`src/rtl/ladybird_aclint.sv`:
```
// Machine-level CLINT slice: MSIP, MTIMECMP and a free-running MTIME behind an AXI-Lite slave.
// One outstanding read and one outstanding write; mtip is a registered compare of mtime against mtimecmp.
module ladybird_aclint #(
    parameter int AXI_ADDR_W = 32,
    parameter int AXI_DATA_W = 32
) (
    input  logic                  clk,
    input  logic                  rst,
    input  logic                  rtc_tick,
    input  logic                  awvalid,
    output logic                  awready,
    input  logic [AXI_ADDR_W-1:0] awaddr,
    input  logic                  wvalid,
    output logic                  wready,
    input  logic [AXI_DATA_W-1:0] wdata,
    input  logic [3:0]            wstrb,
    output logic                  bvalid,
    input  logic                  bready,
    output logic [1:0]            bresp,
    input  logic                  arvalid,
    output logic                  arready,
    input  logic [AXI_ADDR_W-1:0] araddr,
    output logic                  rvalid,
    input  logic                  rready,
    output logic [AXI_DATA_W-1:0] rdata,
    output logic [1:0]            rresp,
    output logic                  msip,
    output logic                  mtip
);
    typedef enum logic [2:0] {
        SEL_NONE, SEL_MSIP, SEL_CMP_LO, SEL_CMP_HI, SEL_TIME_LO, SEL_TIME_HI
    } sel_t;

    typedef enum logic { W_IDLE, W_RESP } w_state_t;
    typedef enum logic { R_IDLE, R_DATA } r_state_t;

    localparam logic [1:0] RESP_OKAY   = 2'b00;
    localparam logic [1:0] RESP_SLVERR = 2'b10;

    w_state_t    w_state;
    r_state_t    r_state;
    logic [63:0] mtime;
    logic [63:0] mtimecmp;
    logic        msip_q;
    logic        tick_q;
    sel_t        wsel;
    sel_t        rsel;
    logic        wr_fire;
    logic        rd_fire;
    logic        tick_rise;
    logic [31:0] rd_value;
    logic        unused_addr_bits;

    function automatic sel_t decode(input logic [15:0] off);
        case (off)
            16'h0000: decode = SEL_MSIP;
            16'h4000: decode = SEL_CMP_LO;
            16'h4004: decode = SEL_CMP_HI;
            16'hBFF8: decode = SEL_TIME_LO;
            16'hBFFC: decode = SEL_TIME_HI;
            default:  decode = SEL_NONE;
        endcase
    endfunction

    function automatic logic [31:0] merge(input logic [31:0] old, input logic [31:0] nw,
                                          input logic [3:0] strb);
        for (int i = 0; i < 4; i++) begin
            merge[8*i +: 8] = strb[i] ? nw[8*i +: 8] : old[8*i +: 8];
        end
    endfunction

    assign unused_addr_bits = ^{awaddr[AXI_ADDR_W-1:16], araddr[AXI_ADDR_W-1:16]};

    assign wsel      = decode(awaddr[15:0]);
    assign rsel      = decode(araddr[15:0]);
    assign awready   = (w_state == W_IDLE) && awvalid && wvalid;
    assign wready    = awready;
    assign arready   = (r_state == R_IDLE);
    assign wr_fire   = awready;
    assign rd_fire   = arready && arvalid;
    assign tick_rise = rtc_tick && !tick_q;
    assign msip      = msip_q;

    always_comb begin
        rd_value = '0;
        case (rsel)
            SEL_MSIP:    rd_value = {31'd0, msip_q};
            SEL_CMP_LO:  rd_value = mtimecmp[31:0];
            SEL_CMP_HI:  rd_value = mtimecmp[63:32];
            SEL_TIME_LO: rd_value = mtime[31:0];
            SEL_TIME_HI: rd_value = mtime[63:32];
            default:     rd_value = '0;
        endcase
    end

    always_ff @(posedge clk) begin
        if (rst) begin
            mtime    <= '0;
            mtimecmp <= '1;
            msip_q   <= 1'b0;
            mtip     <= 1'b0;
            tick_q   <= 1'b0;
        end else begin
            tick_q <= rtc_tick;
            mtip   <= (mtime >= mtimecmp);
            // A bus write to either MTIME half swallows a coincident tick.
            if (wr_fire && wsel == SEL_TIME_LO) begin
                mtime[31:0] <= merge(mtime[31:0], wdata[31:0], wstrb);
            end else if (wr_fire && wsel == SEL_TIME_HI) begin
                mtime[63:32] <= merge(mtime[63:32], wdata[31:0], wstrb);
            end else if (tick_rise) begin
                mtime <= mtime + 64'd1;
            end
            if (wr_fire && wsel == SEL_MSIP && wstrb[0]) msip_q <= wdata[0];
            if (wr_fire && wsel == SEL_CMP_LO)
                mtimecmp[31:0] <= merge(mtimecmp[31:0], wdata[31:0], wstrb);
            if (wr_fire && wsel == SEL_CMP_HI)
                mtimecmp[63:32] <= merge(mtimecmp[63:32], wdata[31:0], wstrb);
        end
    end

    always_ff @(posedge clk) begin
        if (rst) begin
            w_state <= W_IDLE;
            bvalid  <= 1'b0;
            bresp   <= RESP_OKAY;
        end else begin
            case (w_state)
                W_IDLE: if (wr_fire) begin
                    w_state <= W_RESP;
                    bvalid  <= 1'b1;
                    bresp   <= (wsel == SEL_NONE) ? RESP_SLVERR : RESP_OKAY;
                end
                W_RESP: if (bready) begin
                    w_state <= W_IDLE;
                    bvalid  <= 1'b0;
                end
                default: w_state <= W_IDLE;
            endcase
        end
    end

    always_ff @(posedge clk) begin
        if (rst) begin
            r_state <= R_IDLE;
            rvalid  <= 1'b0;
            rdata   <= '0;
            rresp   <= RESP_OKAY;
        end else begin
            case (r_state)
                R_IDLE: if (rd_fire) begin
                    r_state <= R_DATA;
                    rvalid  <= 1'b1;
                    rdata   <= AXI_DATA_W'(rd_value);
                    rresp   <= (rsel == SEL_NONE) ? RESP_SLVERR : RESP_OKAY;
                end
                R_DATA: if (rready) begin
                    r_state <= R_IDLE;
                    rvalid  <= 1'b0;
                end
                default: r_state <= R_IDLE;
            endcase
        end
    end
endmodule

```
`config.mk`:
```
export PLATFORM = sky130hd
export DESIGN_NAME = ladybird_aclint
export DESIGN_NICKNAME = d
export VERILOG_FILES = /design/src/rtl/ladybird_aclint.sv
export SDC_FILE = /design/constraint.sdc
export NUM_CORES = 1
export LEC_CHECK = 0
export ABC_AREA = 1
export BUFFER_PORTS_ARGS = -buffer_cell sky130_fd_sc_hd__buf_2
export CAP_MARGIN = 20
export CORE_ASPECT_RATIO = 0.9
export CORE_MARGIN = 8
export CORE_UTILIZATION = 40
export DETAILED_ROUTE_END_ITERATION = 8
export SLEW_MARGIN = 20
export SYNTH_ARGS = -nofsm -noshare
export SYNTH_HDL_FRONTEND = slang
export SYNTH_SLANG_ARGS = --single-unit
```
`constraint.sdc`:
```
create_clock -name clk -period 2.5 [get_ports clk]
set_input_delay 0.125 -clock clk [delete_from_list [all_inputs] [get_ports clk]]
set_output_delay 0.125 -clock clk [all_outputs]
set_load 0.01 [all_outputs]
```
==> summary.md, run 1 <==
| Metric | Value |
|---|---|
| Top post-synthesis cells by area | `dfxtp_1 (29%), nand2_1 (18%), inv_1 (7.6%)` |
| Slew @ Worst Pin | `0.9558 ns` |
| Mapped Area | `11620 um2` |
| Post-place instance area | `12800 um2` |
| Rel. slew slack | `0.3589` |
| Hold path start | `wdata[4]` |
| Ys Warns | `0` |
| Via Count | `12.83k` |
| Total Routed Length | `45020 um` |
| Clock skew | `0.01386 ns` |
| Fin. Hold Viols | `0` |
| Leakage | `6.741 nW` |
| # fillers | `3130` |
| CP Max Fanout | `7` |
| Vias in the first global route | `12.01k` |
| DIE AREA | `34780 um2` |
| Die Ht | `177.7 um` |
| Die W | `195.7 um` |
| I/O pin total | `151` |
| Pin count of the biggest net entering global routing | `71` |
| Max Slew Vio Count | `0` |
| Hold buffers post-CTS | `8` |
| Starting Density | `0.4038` |
| Data arrival, critical path | `2.61 ns` |
| Residual DRC count | `0` |
| HPWL after DPL | `35860 um` |
| Critical-path top delay cell | `dfxtp_1` |
| Total power | `0.006155 W` |
| Top Family by Delay on Critical Path | `simple AND/OR/NAND/NOR gates` |
| CP Launch Type | `flip-flop` |
| Share of layout cells above drive strength 1 | `0.1164` |
| Largest stage delay, worst path | `0.47 ns` |
| R2R setup slack | `0.23 ns` |
| Final Non-Filler Cells | `2394` |
| Number of cells in the design after placement | `2354` |
| Fmax achieved | `441.4 MHz` |
| Synth cell types | `38` |
| Post-Synth Simple-Gate Area | `0.3428` |
| Detail Route Antenna Nets | `0` |
| Post-CTS Setup Repair Bufs | `0` |
| Leading area contributor after synthesis | `dfxtp_1` |
| Worst VDD drop | `461.9 uV` |
| Setup TNS | `0 ns` |
| Vias per std cell | `5.359` |
| Synth Area in XOR/XNOR | `0.01808` |
| Most frequent CP cell | `nand2_1` |
| Port-buffer cells | `116` |
| Design area | `13470 um2` |
| Crit-path cells | `ha_1 -> nand2_1 -> nor2_4 -> inv_1 -> nor2_1 -> nand3_1 -> xor2_1 -> nand2_1 -> nand3_1 -> nand2_1 -> inv_1` |
| Setup crit end kind | `flip-flop` |
| Total clock sinks | `169` |
| Number of DRC markers after the initial detailed-route iteration | `1291` |
| Hold WS | `0.009379 ns` |
| Antenna diodes | `0` |
| Crit Reg-Reg Endpoint | `mtime[44]$_SDFFE_PP0P_` |
| Seq. cell area | `3383 um2` |
| Footprint of the multi-input gates | `7041 um2` |
| Post-Synth Adder-Cell Area | `0.06996` |
| H-tree levels | `4` |
| Hold WC Path Type | `in -> reg` |
| Crit path kind | `reg -> reg` |
| Maxcap violations | `0` |
| Row count | `59` |
| Worst hold path cell count | `3` |
| Most common cell after layout, fill and taps aside | `nand2_1` |
| All-Layer GR Usage | `0.2558` |
| Hold EP | `mtimecmp[4]$_SDFFE_PP1P_` |
| Power Density | `457.0 nW/um2` |
| Routability Congestion | `1.010` |
| Post-Synthesis Cells | `1879` |
| Syn avg cell area | `6.187 um2` |
| Status | `finished, final reports clean` |
| DR pass1 iterations | `6` |
| Register area share after synthesis | `0.2910` |
| FF-to-FF Start | `mtime[0]$_SDFFE_PP0P_` |
| Area Overhead vs Synth | `15.88%` |
| Commonest cells after routing, fill and taps aside | `nand2_1 (551), inv_1 (234), nor2_1 (233)` |
| WP buf/inv | `2` |
| Share of the synthesized area in the top cell type | `0.2910` |
| RSZ-0062 raised after global routing | `no` |
| Clk buf depth | `2` |
| R2r worst-path depth | `11` |
| Mux share of post-synthesis cell area | `0` |
| Total gr overflow | `0` |
| Min Tclk post-route | `2.266 ns` |
| Reg clk slew, reported paths | `0.08 ns` |
| Nets@finish | `2188` |
| Period utilisation layout | `0.9063` |
| Initial antenna violation count | `2` |
| Worst skew pair latency | `0.45 ns` |
| Req. time, crit path | `2.84 ns` |
| Wire per inst | `18.80 um` |
| Core area | `28790 um2` |
| First-pass GRT wire length | `69060 um` |
| Post-CTS sizing | `0` |
| Cts bufs inserted | `17` |
| Post-synthesis register bit count | `169` |
| Final setup fails | `0` |
| CTS tree | `done` |
| Largest family of logic cells by synthesized area | `simple AND/OR/NAND/NOR gates` |
| Root Buffer | `clkbuf_16` |
| Compound-Gate Fraction of Synth Area | `0.1739` |
how the worst max path moves through the flow:
stage | cells past startpoint | startpoint | endpoint
2_1_floorplan | 10 | mtime[0]$_SDFFE_PP0P_ | mtime[62]$_SDFFE_PP0P_
3_3_place_gp | 12 | mtime[0]$_SDFFE_PP0P_ | mtime[28]$_SDFFE_PP0P_
3_5_place_dp | 11 | mtime[0]$_SDFFE_PP0P_ | mtime[32]$_SDFFE_PP0P_
4_1_cts | 12 | mtime[0]$_SDFFE_PP0P_ | mtime[28]$_SDFFE_PP0P_
5_1_grt | 12 | mtime[0]$_SDFFE_PP0P_ | mtime[22]$_SDFFE_PP0P_
6_report | 11 | mtime[0]$_SDFFE_PP0P_ | mtime[44]$_SDFFE_PP0P_
worst register-to-register path, cell delays in order (launching register included):
cell,delay (ns)
dfxtp_1,0.47
ha_1,0.29
nand2_1,0.13
nor2_4,0.21
inv_1,0.08
nor2_1,0.32
nand3_1,0.23
xor2_1,0.19
nand2_1,0.06
nand3_1,0.07
nand2_1,0.07
inv_1,0.04
state kept, by name, indices dropped and copies added (netlist names):
name,flops
msip,1
rresp,1
w_state,1
rvalid,1
rdata,32
bvalid,1
tick_q,1
mtime,64
mtimecmp,64
mtip,1
r_state,1
bresp,1
report_power, final:
group          switching (W)  internal (W)
clock                0.00126       0.00151
combinational       0.000374      0.000190
sequential         0.0000762       0.00274
layout make-up:
class / count / area share
multi-input combinational: 1405 / 0.5227
sequential: 169 / 0.2512
timing repair buffer: 176 / 0.07988
inverter: 246 / 0.06864
tap: 366 / 0.03400
clock buffer: 20 / 0.03316
clock inverter: 12 / 0.01050
metrics by stage:
stage | utilization | setup WS (ns)
floorplan | - | 0.6684
global placement | 0.4447 | 0.3323
detailed placement | 0.4447 | 0.3013
CTS | 0.4679 | 0.2921
global route | 0.4679 | 0.08045
finish | 0.4679 | 0.2343
cell usage after synthesis:
cell / number
inv_1: 235
nand4_1: 32
inv_2: 6
o21ai_1: 4
a21o_1: 1
buf_2: 8
xnor2_1: 7
clkbuf_1: 41
clkbuf_8: 1
buf_6: 3
o21a_1: 3
nand2_2: 4
nand3_1: 102
nand4_4: 1
nor2_4: 12
clkinv_1: 4
conb_1: 1
nand3_2: 1
nor2_2: 4
ha_1: 65
clkinv_2: 1
nand3b_1: 1
o211ai_1: 64
o211ai_2: 1
buf_4: 4
nor2_1: 234
or2_2: 1
nor3_1: 10
a21oi_1: 110
xor2_1: 17
dfxtp_1: 169
o21ai_0: 124
and2_1: 4
nand2_1: 551
o22ai_1: 45
nand2_4: 2
a21oi_2: 3
buf_1: 3
routing by layer:
layer,up-vias,track usage,wire length [um]
li1,6381,-,-
met1,5939,0.3645,21780
met2,453,0.3944,19100
met3,55,0.04133,3214
met4,2,0.06784,910
met5,-,0,10
cell families after synthesis:
family,Yosys count
AO/OA/AOI/OAI,355
XOR/XNOR,24
adder cells (fa/ha/maj),65
buffers and inverters,306
flip-flops,169
other,1
AND/OR/NAND/NOR,959
Note: power is estimated with default switching activity, not from simulation.
==> run 2, diff against run 1 <==
Clock period 2.5 ns to 2.3 ns, I/O delays scaled along.
==> summary.md, run 2 (same netlist as run 1, synthesis figures left out) <==
| Metric | Value |
|---|---|
| Status | `finished, final reports clean` |
| Data arrival, critical path | `2.52 ns (-0.09 ns)` |
| Number of DRC markers after the initial detailed-route iteration | `1252 (-3.0%)` |
| Area Overhead vs Synth | `17.94%` |
| DIE AREA | `34780 um2 (unchanged)` |
| H-tree levels | `4 (unchanged)` |
| Die Ht | `177.7 um (unchanged)` |
| Power Density | `484.8 nW/um2 (+6.1%)` |
| Clock skew | `0.01725 ns (+0.003385 ns)` |
| Residual DRC count | `0 (unchanged)` |
| I/O pin total | `151 (unchanged)` |
| Post-route setup slack | `0.1180 ns (-0.1163 ns)` |
| Design area | `13710 um2 (+1.8%)` |
| Initial antenna violation count | `2 (unchanged)` |
| DP Worst Slack | `0.1514 ns (-0.1499 ns)` |
| Period utilisation layout | `0.9487 (+0.04242)` |
| Commonest cells after routing, fill and taps aside | `nand2_1 (551), inv_1 (234), nor2_1 (231)` |
| Most frequent CP cell | `nand2_1` |
| Nets@finish | `2222 (+1.6%)` |
| Worst VDD drop | `503.8 uV (+9.1%)` |
| Top Family by Delay on Critical Path | `simple AND/OR/NAND/NOR gates` |
| Cts bufs inserted | `17 (unchanged)` |
| Total clock sinks | `169 (unchanged)` |
| Worst skew pair latency | `0.45 ns (about the same)` |
| Seq. cell area | `3383 um2 (unchanged)` |
| Die W | `195.7 um (unchanged)` |
| Antenna diodes | `0 (unchanged)` |
| Wire per inst | `18.65 um (-0.82%)` |
| Largest regs | `mtime: 64 flops, mtimecmp: 64 flops, rdata: 32 flops` |
| Starting Density | `0.4038 (unchanged)` |
| Final setup fails | `0 (unchanged)` |
| Port-buffer cells | `116 (unchanged)` |
| Maxcap violations | `0 (unchanged)` |
| Fin. Hold Viols | `0 (unchanged)` |
| RSZ-0062 raised after global routing | `no` |
| Leakage | `6.913 nW (+2.6%)` |
| Largest stage delay, worst path | `0.48 ns (about the same)` |
| Min Tclk post-route | `2.182 ns (-0.08370 ns)` |
| CP Max Fanout | `7 (unchanged)` |
| Setup TNS | `0 ns (unchanged)` |
| Hold WC Path Type | `in -> reg` |
| Core area | `28790 um2 (unchanged)` |
| DR pass1 iterations | `7 (+1)` |
| Max Slew Vio Count | `0 (unchanged)` |
| Row count | `59 (unchanged)` |
| Slew @ Worst Pin | `0.8834 ns (-0.07240 ns)` |
| Root Buffer | `clkbuf_16` |
| CTS tree | `done` |
| Post-place instance area | `12970 um2 (+1.3%)` |
| Critical-path top delay cell | `dfxtp_1` |
| Req. time, crit path | `2.64 ns (-0.20 ns)` |
| Rel. slew slack | `0.4111 (+0.05221)` |
| # fillers | `3059 (-2.3%)` |
| Total Routed Length | `45280 um (+0.59%)` |
| Crit-path cells | `nand2_1 -> nor2_4 -> nand2_1 -> inv_1 -> nand2_1 -> inv_1 -> nor2_1 -> o21ai_0 -> nand3_1 -> nand2_1 -> nor2_1` |
| Pin count of the biggest net entering global routing | `71 (unchanged)` |
| CP Launch Type | `flip-flop` |
| Setup crit end kind | `flip-flop` |
| Share of layout cells above drive strength 1 | `0.1314 (+0.01505)` |
| Reg clk slew, reported paths | `0.08 ns (about the same)` |
| Total gr overflow | `0 (unchanged)` |
| Crit path kind | `reg -> reg` |
| Routability Congestion | `1.011 (about the same)` |
| Detail Route Antenna Nets | `0 (unchanged)` |
| WP buf/inv | `2 (unchanged)` |
| Most common cell after layout, fill and taps aside | `nand2_1` |
| First-pass GRT wire length | `69840 um (+1.1%)` |
| Via Count | `12.93k (+0.74%)` |
| Vias per std cell | `5.323 (-0.67%)` |
| Footprint of the multi-input gates | `7046 um2 (about the same)` |
| All-Layer GR Usage | `0.2588 (+0.002924)` |
| Vias in the first global route | `12.17k (+1.4%)` |
| Fmax achieved | `458.3 MHz (+3.8%)` |
| Clk buf depth | `2 (unchanged)` |
| HPWL after DPL | `35660 um (-0.57%)` |
## run 2: cell count changes in the layout (fill, tap and decap cells not counted), sizes merged, moves of 2 or more
cell,previous run,this run
dlygate4sd3,8,12
inv,245,249
clkbuf,20,18
buf,168,198
clkinvlp,5,3
## run 2: worst paths after layout
check	slack (ns)	start	depth (start not counted)	end
min	0.008	wdata[2]	3	mtimecmp[2]$_SDFFE_PP1P_
min reg2reg	0.46	rdata[1]$_SDFFE_PP0P_	2	rdata[1]$_SDFFE_PP0P_
max reg2reg	0.12	mtime[2]$_SDFFE_PP0P_	11	mtime[21]$_SDFFE_PP0P_
max	0.12	mtime[2]$_SDFFE_PP0P_	11	mtime[21]$_SDFFE_PP0P_
## run 2: worst register-to-register path, stage by stage, from the launching register on
cell and delay, ns:
dfxtp_1 0.48, nand2_1 0.20, nor2_4 0.22, nand2_1 0.14, inv_1 0.14, nand2_1 0.19
inv_1 0.15, nor2_1 0.05, o21ai_0 0.29, nand3_1 0.12, nand2_1 0.07, nor2_1 0.04
## run 2: metrics by stage
stage / total power (W) / hold slack (ns) / util / std cells
after floorplan: 0.003460 / 0.2399 / - / 1880
after detailed placement: 0.003728 / 0.3424 / 0.4506 / 2380
after global placement: 0.003716 / 0.3343 / 0.4506 / 2380
after CTS: 0.006669 / 0.0009392 / 0.4746 / 2424
final: 0.006647 / 0.007576 / 0.4762 / 2428
after global routing: 0.006883 / 0.01620 / 0.4762 / 2428
## run 2: cell type report
| class | count | area share |
|---|---|---|
| flip-flops and latches | 169 | 0.2468 |
| multi-input cells | 1405 | 0.5139 |
| repair buffers | 210 | 0.09682 |
| well taps | 366 | 0.03340 |
| inverters | 246 | 0.06744 |
| clock inverters | 14 | 0.009673 |
| clock buffers | 18 | 0.03203 |
## run 2: metal layers
layer | wire length, um | global-route usage | vias up
met5 | 13 | 0 | -
met4 | 799 | 0.07037 | 2
met3 | 3409 | 0.04436 | 49
met2 | 19750 | 0.4073 | 463
met1 | 21310 | 0.3599 | 5973
li1 | - | - | 6438
## run 2: where the power goes
| group | total [W] | switching, W | internal [W] |
|---|---|---|---|
| Sequential | 0.00305 | 0.0000717 | 0.00298 |
| Clock | 0.00295 | 0.00141 | 0.00154 |
| Combinational | 0.000646 | 0.000420 | 0.000226 |
## run 2: repair_timing
action / 4_1_cts / 5_1_grt
setup buffers: 0 / 3
endpoints found under the setup margin: 0 / 12
gates resized for setup: 0 / 4
hold endpoints to repair: 10 / 0
hold buffers: 12 / 0
